$ cat config.mk
export PLATFORM = sky130hd
export DESIGN_NAME = mux4_rr_arbiter
export DESIGN_NICKNAME = d
export VERILOG_FILES = /design/src/rtl/mux4_rr_arbiter_pkg.sv /design/src/rtl/mux4_rr_arbiter_mux4x1.sv /design/src/rtl/mux4_rr_arbiter.sv
export SDC_FILE = /design/constraint.sdc
export NUM_CORES = 1
export LEC_CHECK = 0
export ABC_AREA = 1
export CORE_AREA = 5 5 72 57
export DETAILED_ROUTE_END_ITERATION = 6
export DIE_AREA = 0 0 77 62
export PLACE_DENSITY = 0.79
export SLEW_MARGIN = 20
export SYNTH_ARGS = -nofsm -noshare
export SYNTH_HDL_FRONTEND = slang
export SYNTH_SLANG_ARGS = --single-unit
$ cat constraint.sdc
create_clock -name clk -period 1.7 [get_ports clk]
set_clock_uncertainty 0.1 [all_clocks]
set_input_delay 0.34 -clock clk [delete_from_list [all_inputs] [get_ports clk]]
set_output_delay 0.34 -clock clk [all_outputs]
set_load 0.01 [all_outputs]
$ cat src/rtl/mux4_rr_arbiter_pkg.sv
// Shared types and helpers for the four-way round-robin arbiter.
// Defines the FSM state type, the requester count and the rotating priority pick.
package mux4_rr_arbiter_pkg;

  typedef enum logic {
    IDLE  = 1'b0,
    GRANT = 1'b1
  } state_t;

  localparam int NUM_REQ = 4;

  // Search order is ptr+1, ptr+2, ptr+3, then ptr, so the last grantee has lowest priority.
  function automatic logic [1:0] rr_pick(input logic [3:0] valid, input logic [1:0] ptr);
    logic [1:0] idx;
    logic       found;
    rr_pick = ptr;
    found   = 1'b0;
    for (int i = 1; i <= NUM_REQ; i++) begin
      idx = ptr + 2'(i);
      if (!found && valid[idx]) begin
        rr_pick = idx;
        found   = 1'b1;
      end
    end
  endfunction

endpackage

$ cat src/rtl/mux4_rr_arbiter_mux4x1.sv
// Plain N-bit 4:1 multiplexer, steered by the arbiter grant index.
module mux4x1 #(
  parameter int N = 8
) (
  input  logic [1:0]   i_sel,
  input  logic [N-1:0] i_d0,
  input  logic [N-1:0] i_d1,
  input  logic [N-1:0] i_d2,
  input  logic [N-1:0] i_d3,
  output logic [N-1:0] o_q
);

  always_comb begin
    o_q = i_d0;
    case (i_sel)
      2'd0: o_q = i_d0;
      2'd1: o_q = i_d1;
      2'd2: o_q = i_d2;
      2'd3: o_q = i_d3;
      default: o_q = i_d0;
    endcase
  end

endmodule

$ cat src/rtl/mux4_rr_arbiter.sv
// Round-robin arbiter sharing one N-bit stream among four valid/ready requesters.
// A grant lasts until a last beat or MAX_BURST accepted beats; one idle bubble separates bursts.
module mux4_rr_arbiter
  import mux4_rr_arbiter_pkg::*;
#(
  parameter int N         = 8,
  parameter int MAX_BURST = 4
) (
  input  logic               clk,
  input  logic               rst,
  input  logic [NUM_REQ-1:0] req_valid,
  input  logic [NUM_REQ-1:0] req_last,
  input  logic [N-1:0]       in0,
  input  logic [N-1:0]       in1,
  input  logic [N-1:0]       in2,
  input  logic [N-1:0]       in3,
  output logic [NUM_REQ-1:0] req_ready,
  output logic               out_valid,
  input  logic               out_ready,
  output logic [N-1:0]       out_data,
  output logic               out_last,
  output logic [1:0]         grant_sel,
  output logic               busy
);

  localparam logic [7:0] LAST_CNT = 8'(MAX_BURST - 1);

  state_t     r_state;
  state_t     w_state_nxt;
  logic [1:0] r_ptr;
  logic [1:0] w_ptr_nxt;
  logic [1:0] r_grant_sel;
  logic [1:0] w_grant_nxt;
  logic [7:0] r_beat_cnt;
  logic [7:0] w_cnt_nxt;
  logic       w_granted;
  logic       w_accept;
  logic       w_burst_end;

  assign w_granted   = (r_state == GRANT);
  assign out_valid   = w_granted && req_valid[r_grant_sel];
  assign req_ready   = w_granted ? (4'(out_ready) << r_grant_sel) : 4'b0000;
  assign out_last    = w_granted && (req_last[r_grant_sel] || (r_beat_cnt == LAST_CNT));
  assign w_accept    = out_valid && out_ready;
  // A last flag coinciding with the beat cap is one burst end, counted once.
  assign w_burst_end = w_accept && out_last;
  assign grant_sel   = r_grant_sel;
  assign busy        = w_granted;

  mux4x1 #(.N(N)) u_mux (
    .i_sel (r_grant_sel),
    .i_d0  (in0),
    .i_d1  (in1),
    .i_d2  (in2),
    .i_d3  (in3),
    .o_q   (out_data)
  );

  always_comb begin
    w_state_nxt = r_state;
    w_ptr_nxt   = r_ptr;
    w_grant_nxt = r_grant_sel;
    w_cnt_nxt   = r_beat_cnt;
    case (r_state)
      IDLE: begin
        if (|req_valid) begin
          w_grant_nxt = rr_pick(req_valid, r_ptr);
          w_cnt_nxt   = 8'd0;
          w_state_nxt = GRANT;
        end
      end
      GRANT: begin
        if (w_burst_end) begin
          w_ptr_nxt   = r_grant_sel;
          w_cnt_nxt   = 8'd0;
          w_state_nxt = IDLE;
        end else if (w_accept) begin
          w_cnt_nxt = r_beat_cnt + 8'd1;
        end
      end
      default: w_state_nxt = IDLE;
    endcase
  end

  // Pointer reset to 3 makes requester 0 the first choice after reset.
  always_ff @(posedge clk or posedge rst) begin
    if (rst) begin
      r_state     <= IDLE;
      r_ptr       <= 2'd3;
      r_grant_sel <= 2'd0;
      r_beat_cnt  <= 8'd0;
    end else begin
      r_state     <= w_state_nxt;
      r_ptr       <= w_ptr_nxt;
      r_grant_sel <= w_grant_nxt;
      r_beat_cnt  <= w_cnt_nxt;
    end
  end

endmodule

-- Word level (Yosys, flattened, before mapping)
Index checks and enable logic that the tools add are counted.
- flip-flop bits (word level): 13
- input bits: 43
- bitwise logic cells: 1
- shift operators: 1
- equal/unequal tests: 6
- reduce and logical (&&, ||, !) cells: 16
- add/sub/neg operators: 4
- magnitude comparators: 5
- multiplexer cells: 34
- operators by type and width (cell ; number):
    8-bit case mux with 4 select lines ; 1
    8-bit two-way mux ; 3
    1-bit two-way mux ; 17
    8-bit case mux with 2 select lines ; 1
    2-bit by 3-bit less-than comparator with 1-bit output, second input constant ; 5
    1-bit binary-select mux with 2-bit select ; 6
    8-bit by 1-bit adder with 8-bit output, second input constant ; 1
    8-bit by 2-bit == test with 1-bit output, second input constant ; 1
    2-bit two-way mux ; 4
    1-bit logical AND ; 7
    2-bit AND reduction ; 3
    2-bit adder, second input constant ; 2
    2-bit == test, second input constant ; 2
    4-bit two-way mux ; 1
    4-bit OR reduction ; 1
    1-bit by 2-bit << shifter with 4-bit output ; 1
    1-bit zero test ; 3
    3-bit by 1-bit != test with 1-bit output, second input constant ; 1
    2-bit by 1-bit adder with 2-bit output, second input constant ; 1
    2-bit by 1-bit == test with 1-bit output, second input constant ; 1
    2-bit zero test ; 1
    2-bit != test, second input constant ; 1
    1-bit case mux with 2 select lines ; 1
    1-bit logical OR ; 1
    1-bit NOT ; 1

-- Depth between registers and ports, before layout
- word-level depth: 19
- depth in mapped cells: 12
- mapped depth without buffers: 11

-- Cells and area by module
Synthesis repeated with hierarchy kept, for this count alone.
- cell total of the unflattened synthesis: 208
- area, all modules: 1335.0 um^2
- modules (own cells, without submodules) (module ; times used ; cells each ; sequential area each (um^2) ; area each (um^2)):
    mux4_rr_arbiter ; 1 ; 161 ; 327.8 ; 1071.0
    mux4x1 ; 1 ; 47 ; 0.0 ; 264.0

-- Worst setup path before layout
Ideal clock, no wire load.
- path kind: flip-flop to flip-flop
- start: register r_grant_sel[0] (netlist: grant_sel[0])
- end: register r_beat_cnt[2]
- cell stages (with the launch flop): 9
- path buffers: 2
- arrival: 1.347 ns
- path slack: 0.135 ns
- cells stage by stage: dfrtp_1 -> buf_6 -> o21ai_2 -> nand2_2 -> a21oi_2 -> nand3_2 -> buf_6 -> nand4_1 -> nand2_1
- cells in the longest elaborated chain, start to end: 7
- elaborated cells on any way between the ends: 13
- classes of those cells: eq/ne (1); mux (6); reduce/logical (6)
- RTL lines (element ; line ; source):
    start: declaration ; mux4_rr_arbiter.sv:32 ; logic [1:0] r_grant_sel;
    start signal: assignment ; mux4_rr_arbiter.sv:95 ; r_grant_sel <= w_grant_nxt;
    1-bit binary-select mux with 2-bit select (*) ; mux4_rr_arbiter.sv:41 ; assign out_valid = w_granted && req_valid[r_grant_sel];
    1-bit two-way mux (implied by the code) (*) ; mux4_rr_arbiter.sv:41 ;
    1-bit logical AND (*) ; mux4_rr_arbiter.sv:41 ;
    net out_valid ; mux4_rr_arbiter.sv:18 ; output logic out_valid,
    1-bit logical AND (*) ; mux4_rr_arbiter.sv:44 ; assign w_accept = out_valid && out_ready;
    1-bit logical AND ; mux4_rr_arbiter.sv:46 ; assign w_burst_end = w_accept && out_last;
    8-bit two-way mux / 3-bit by 1-bit != test with 1-bit output (equally long branches) ; - ;
    8-bit case mux with 2 select lines / 2-bit AND reduction (equally long branches) ; - ;
    end signal: assignment ; mux4_rr_arbiter.sv:96 ; r_beat_cnt <= w_cnt_nxt;
    end: declaration ; mux4_rr_arbiter.sv:34 ; logic [7:0] r_beat_cnt;
Mark *: on every way through the listed nets, which the timed path passes. The rest lies on a longest branch. The select of a mux whose other input is x is not followed.
A chain may end at the register's enable or synchronous reset.

-- Worst setup path after layout
- start: register r_grant_sel[0] (netlist: grant_sel[0])
- end: output out_last
- cells in the longest elaborated chain, start to end: 4
- RTL lines (element ; line ; source):
    1-bit binary-select mux with 2-bit select ; mux4_rr_arbiter.sv:43 ; assign out_last = w_granted && (req_last[r_grant_sel] || (r_beat_cnt == LAST_CNT));
    1-bit two-way mux (implied by the code) ; mux4_rr_arbiter.sv:43 ;
    1-bit logical OR ; mux4_rr_arbiter.sv:43 ;
    1-bit logical AND ; mux4_rr_arbiter.sv:43 ;
    end: declaration ; mux4_rr_arbiter.sv:21 ; output logic out_last,
Every way passes these cells. The select of a mux whose other input is x is not followed.

==> impl_metrics.tcl <==
set metrics [dict create \
    yosysUniqueCellTypes 28 \
    finalWirelength_mm 5.11 \
    syn_nets 256 \
    final-hold-violation-count 0 \
    ff_latch_area_sq_um 329 \
    rsz0062_at_grt "true" \
    worst_setup_path_end_kind "output pin" \
    final_core_util_pct 76.4 \
    failed_checks "setup timing" \
    status "complete, but fails checks" \
    whs_ns 0.318 \
    num-fill-cells 252 \
    hold_class "input pin to async pin" \
    vias 1761 \
    io_buffers 59 \
    row_count 18 \
    clk_latency_ns 0.25 \
    ios 60 \
    fin_crit_sh_pct 110 \
    wire_per_inst_um 14.1 \
    cp_slowest_cell "dfrtp_2" \
    crit_family "flip-flops" \
    antenna_cells 0 \
    drive_gt1_share_pct 39.8 \
    start_util_pct 41.0 \
    grt_start_max_net_pins 14 \
    finalSetupViolCount 20 \
    max-cap-violations 0 \
    overflow 0 \
    seqPwrFrac_pct 13.1 \
    critPathMaxFanout 5 \
    die_area_sq_mm 0.00477 \
    clock_power_share_pct 7.3 \
    firstDrtPassIters 4 \
    grt_pass1_wl_mm 7.66 \
    power_density_mw_per_mm2 1590 \
    final_max_slew_viol_count 0 \
    avgSynthCellArea_sq_um 6.32 \
    cpPeakStageDelay_ns 0.44 \
    root_buffer "clkbuf_8" \
    drc_errors 0 \
    worstMarginPinSlew_ns 0.514 \
    clk_pin_slew_ns 0.06 \
    crit_type "register to output pin" \
    r2r_slack_ns -0.11 \
    final_antenna_net_count 0 \
    pre_cts_slack_ns -0.513 \
    power.internal_mw 2.07 \
    cts_tree "built" \
    cp.required_ns 1.26 \
    area_delta_synth_final_pct 86.3 \
    via_per_inst 4.86 \
    clkSinkCount 13 \
    place.gp.congestion 0.917 \
    cp_cell_sequence "buf_12 > nor2_4 > nand2_1 > nand2_2 > nor2_2 > a21oi_2 > buf_2" \
    cts_max_path_buffers 2 \
    globalRouteTotalUtil_pct 20.0 \
    power_frac_comb_pct 79.6 \
    grt_pass1_vias 1607 \
    leakage_nw 1.28 \
    core_area_sq_mm 0.00327 \
    syn_inst 212 \
    nets 367 \
    synth-seq-cells 13 \
    initialDrtViolationCount 45 \
    cp-start-kind "register" \
    dp_hpwl_mm 3.56 \
    irDropWorstVdd_mv 0.858 \
    period_needed_ns 1.87 \
    antenna_found_initial 0 \
    worst-path-buf-inv 2 \
    cts_buffers 3 \
    syn_area_sq_mm 0.00134 \
    ys_warn_count 0 \
    h-tree-depth 1 \
    die_h_um 62 \
    synth_seq_area_share_pct 24.5 \
    maxSlewHeadroom_pct 65.7 \
    fmax_mhz 533 \
    switching_share_pct 47.7 \
    arrival_ns 1.43 \
    worst_slack_ns -0.175 \
    multiInputGateArea_sq_um 992 \
    die_x_um 77 \
    p_switching_mw 1.88 \
    cts_hold_buf 0 \
]
==> state kept, by name (all words and copies together), names as in the netlist <==
signal	flops
grant_sel	2
r_beat_cnt	8
busy	1
r_ptr	2
==> logic make-up (layout without fill, tap and decap cells) <==
logic type                 after synthesis  count (layout)  synth area share, %
and+or+nand+nor                        153             154                 54.0
buffers and inverters                   26             135                 10.9
AOI/OAI and AO/OA                       15              15                 7.01
DFF                                     13              13                 24.5
xor gates and xnor gates                 4               4                 2.62
adders and majority gates                1               1                0.934
==> power by group through the flow <==
| stage | Clock (mW) | Combinational (mW) | Sequential, mW |
|---|---|---|---|
| after global routing | 0.307 | 3.43 | 0.522 |
| after detailed placement | 0 | 2.70 | 0.515 |
| final | 0.290 | 3.15 | 0.518 |
| after CTS | 0.294 | 2.70 | 0.514 |
| after global placement | 0 | 2.66 | 0.515 |
| after floorplan | 0 | 1.44 | 0.506 |
==> stage by stage <==
step | power [mW] | instance area [sq um] | std cells | TNS (ns)
global placement | 3.18 | 2260 | 344 | -6.41
CTS | 3.51 | 2330 | 354 | -1.96
floorplan | 1.95 | 1340 | 212 | 0
detailed placement | 3.22 | 2260 | 344 | -6.80
global route | 4.26 | 2490 | 362 | -3.75
finish | 3.95 | 2490 | 362 | -2.16
==> synthesized netlist by cell type (all sizes together) <==
library cell | count | area [sq um]
nor3 | 7 | 35.0
dfrtp | 11 | 275
inv | 20 | 85.1
dfstp | 2 | 52.6
a31o | 1 | 8.76
nand3 | 10 | 55.1
buf | 6 | 61.3
o21ai | 8 | 51.3
nand2 | 113 | 467
nor2 | 8 | 72.6
ha | 1 | 12.5
xnor2 | 1 | 8.76
xor2 | 3 | 26.3
nand4 | 15 | 93.8
a21oi | 6 | 33.8
==> metal layers <==
layer	GRT usage, %	vias to the layer above	part of all wire, %
met3	3.03	6	2.6
met5	0	-	0
met2	36.3	28	52
met1	26.3	827	44
li1	-	900	-
met4	3.43	0	0.74
==> final timing paths <==
path,to,cells after the start,startpoint
setup / recovery,out_last,7,grant_sel[0]
hold / removal,busy,2,rst
setup reg to reg,r_beat_cnt[5],12,grant_sel[0]
hold reg to reg,r_beat_cnt[6],3,r_beat_cnt[6]
max in group asynchronous,grant_sel[0],2,rst
min in group clk,r_beat_cnt[6],3,r_beat_cnt[6]
==> repair_timing <==
item                                    CTS  global route
endpoints found under the hold margin     0             0
pin swaps                                 4             7
buffers inserted                          6             6
endpoints found under the setup margin   17            25
gates cloned                              0             2
resized for setup                        77            30
==> placed cells by master (no fill, tap or decap), types with 2 or more instances in the layout <==
master / instances
nand2_1: 85
buf_4: 44
clkdlybuf4s50_1: 38
nand2_2: 23
nand4_1: 15
inv_1: 14
buf_2: 14
dfrtp_1: 10
o21ai_2: 6
nand2_4: 6
nand3_1: 6
dlygate4sd2_1: 6
nor3_1: 4
nor2_1: 4
buf_12: 4
a21oi_2: 3
nor3_2: 3
a21oi_1: 3
xor2_1: 3
clkbuf_8: 3
buf_6: 3
nor2_8: 2
inv_4: 2
nand3_4: 2
inv_2: 2
nand3_2: 2
dfstp_2: 2
==> area by class of cell <==
type	instances	share of cell area, %
Sequential cell	13	13.2
Tap cell	40	2.01
Multi-Input combinational cell	174	39.8
Timing Repair Buffer	111	39.5
Clock buffer	4	1.81
Inverter	20	3.71
Power figures use the tool's default switching activity.
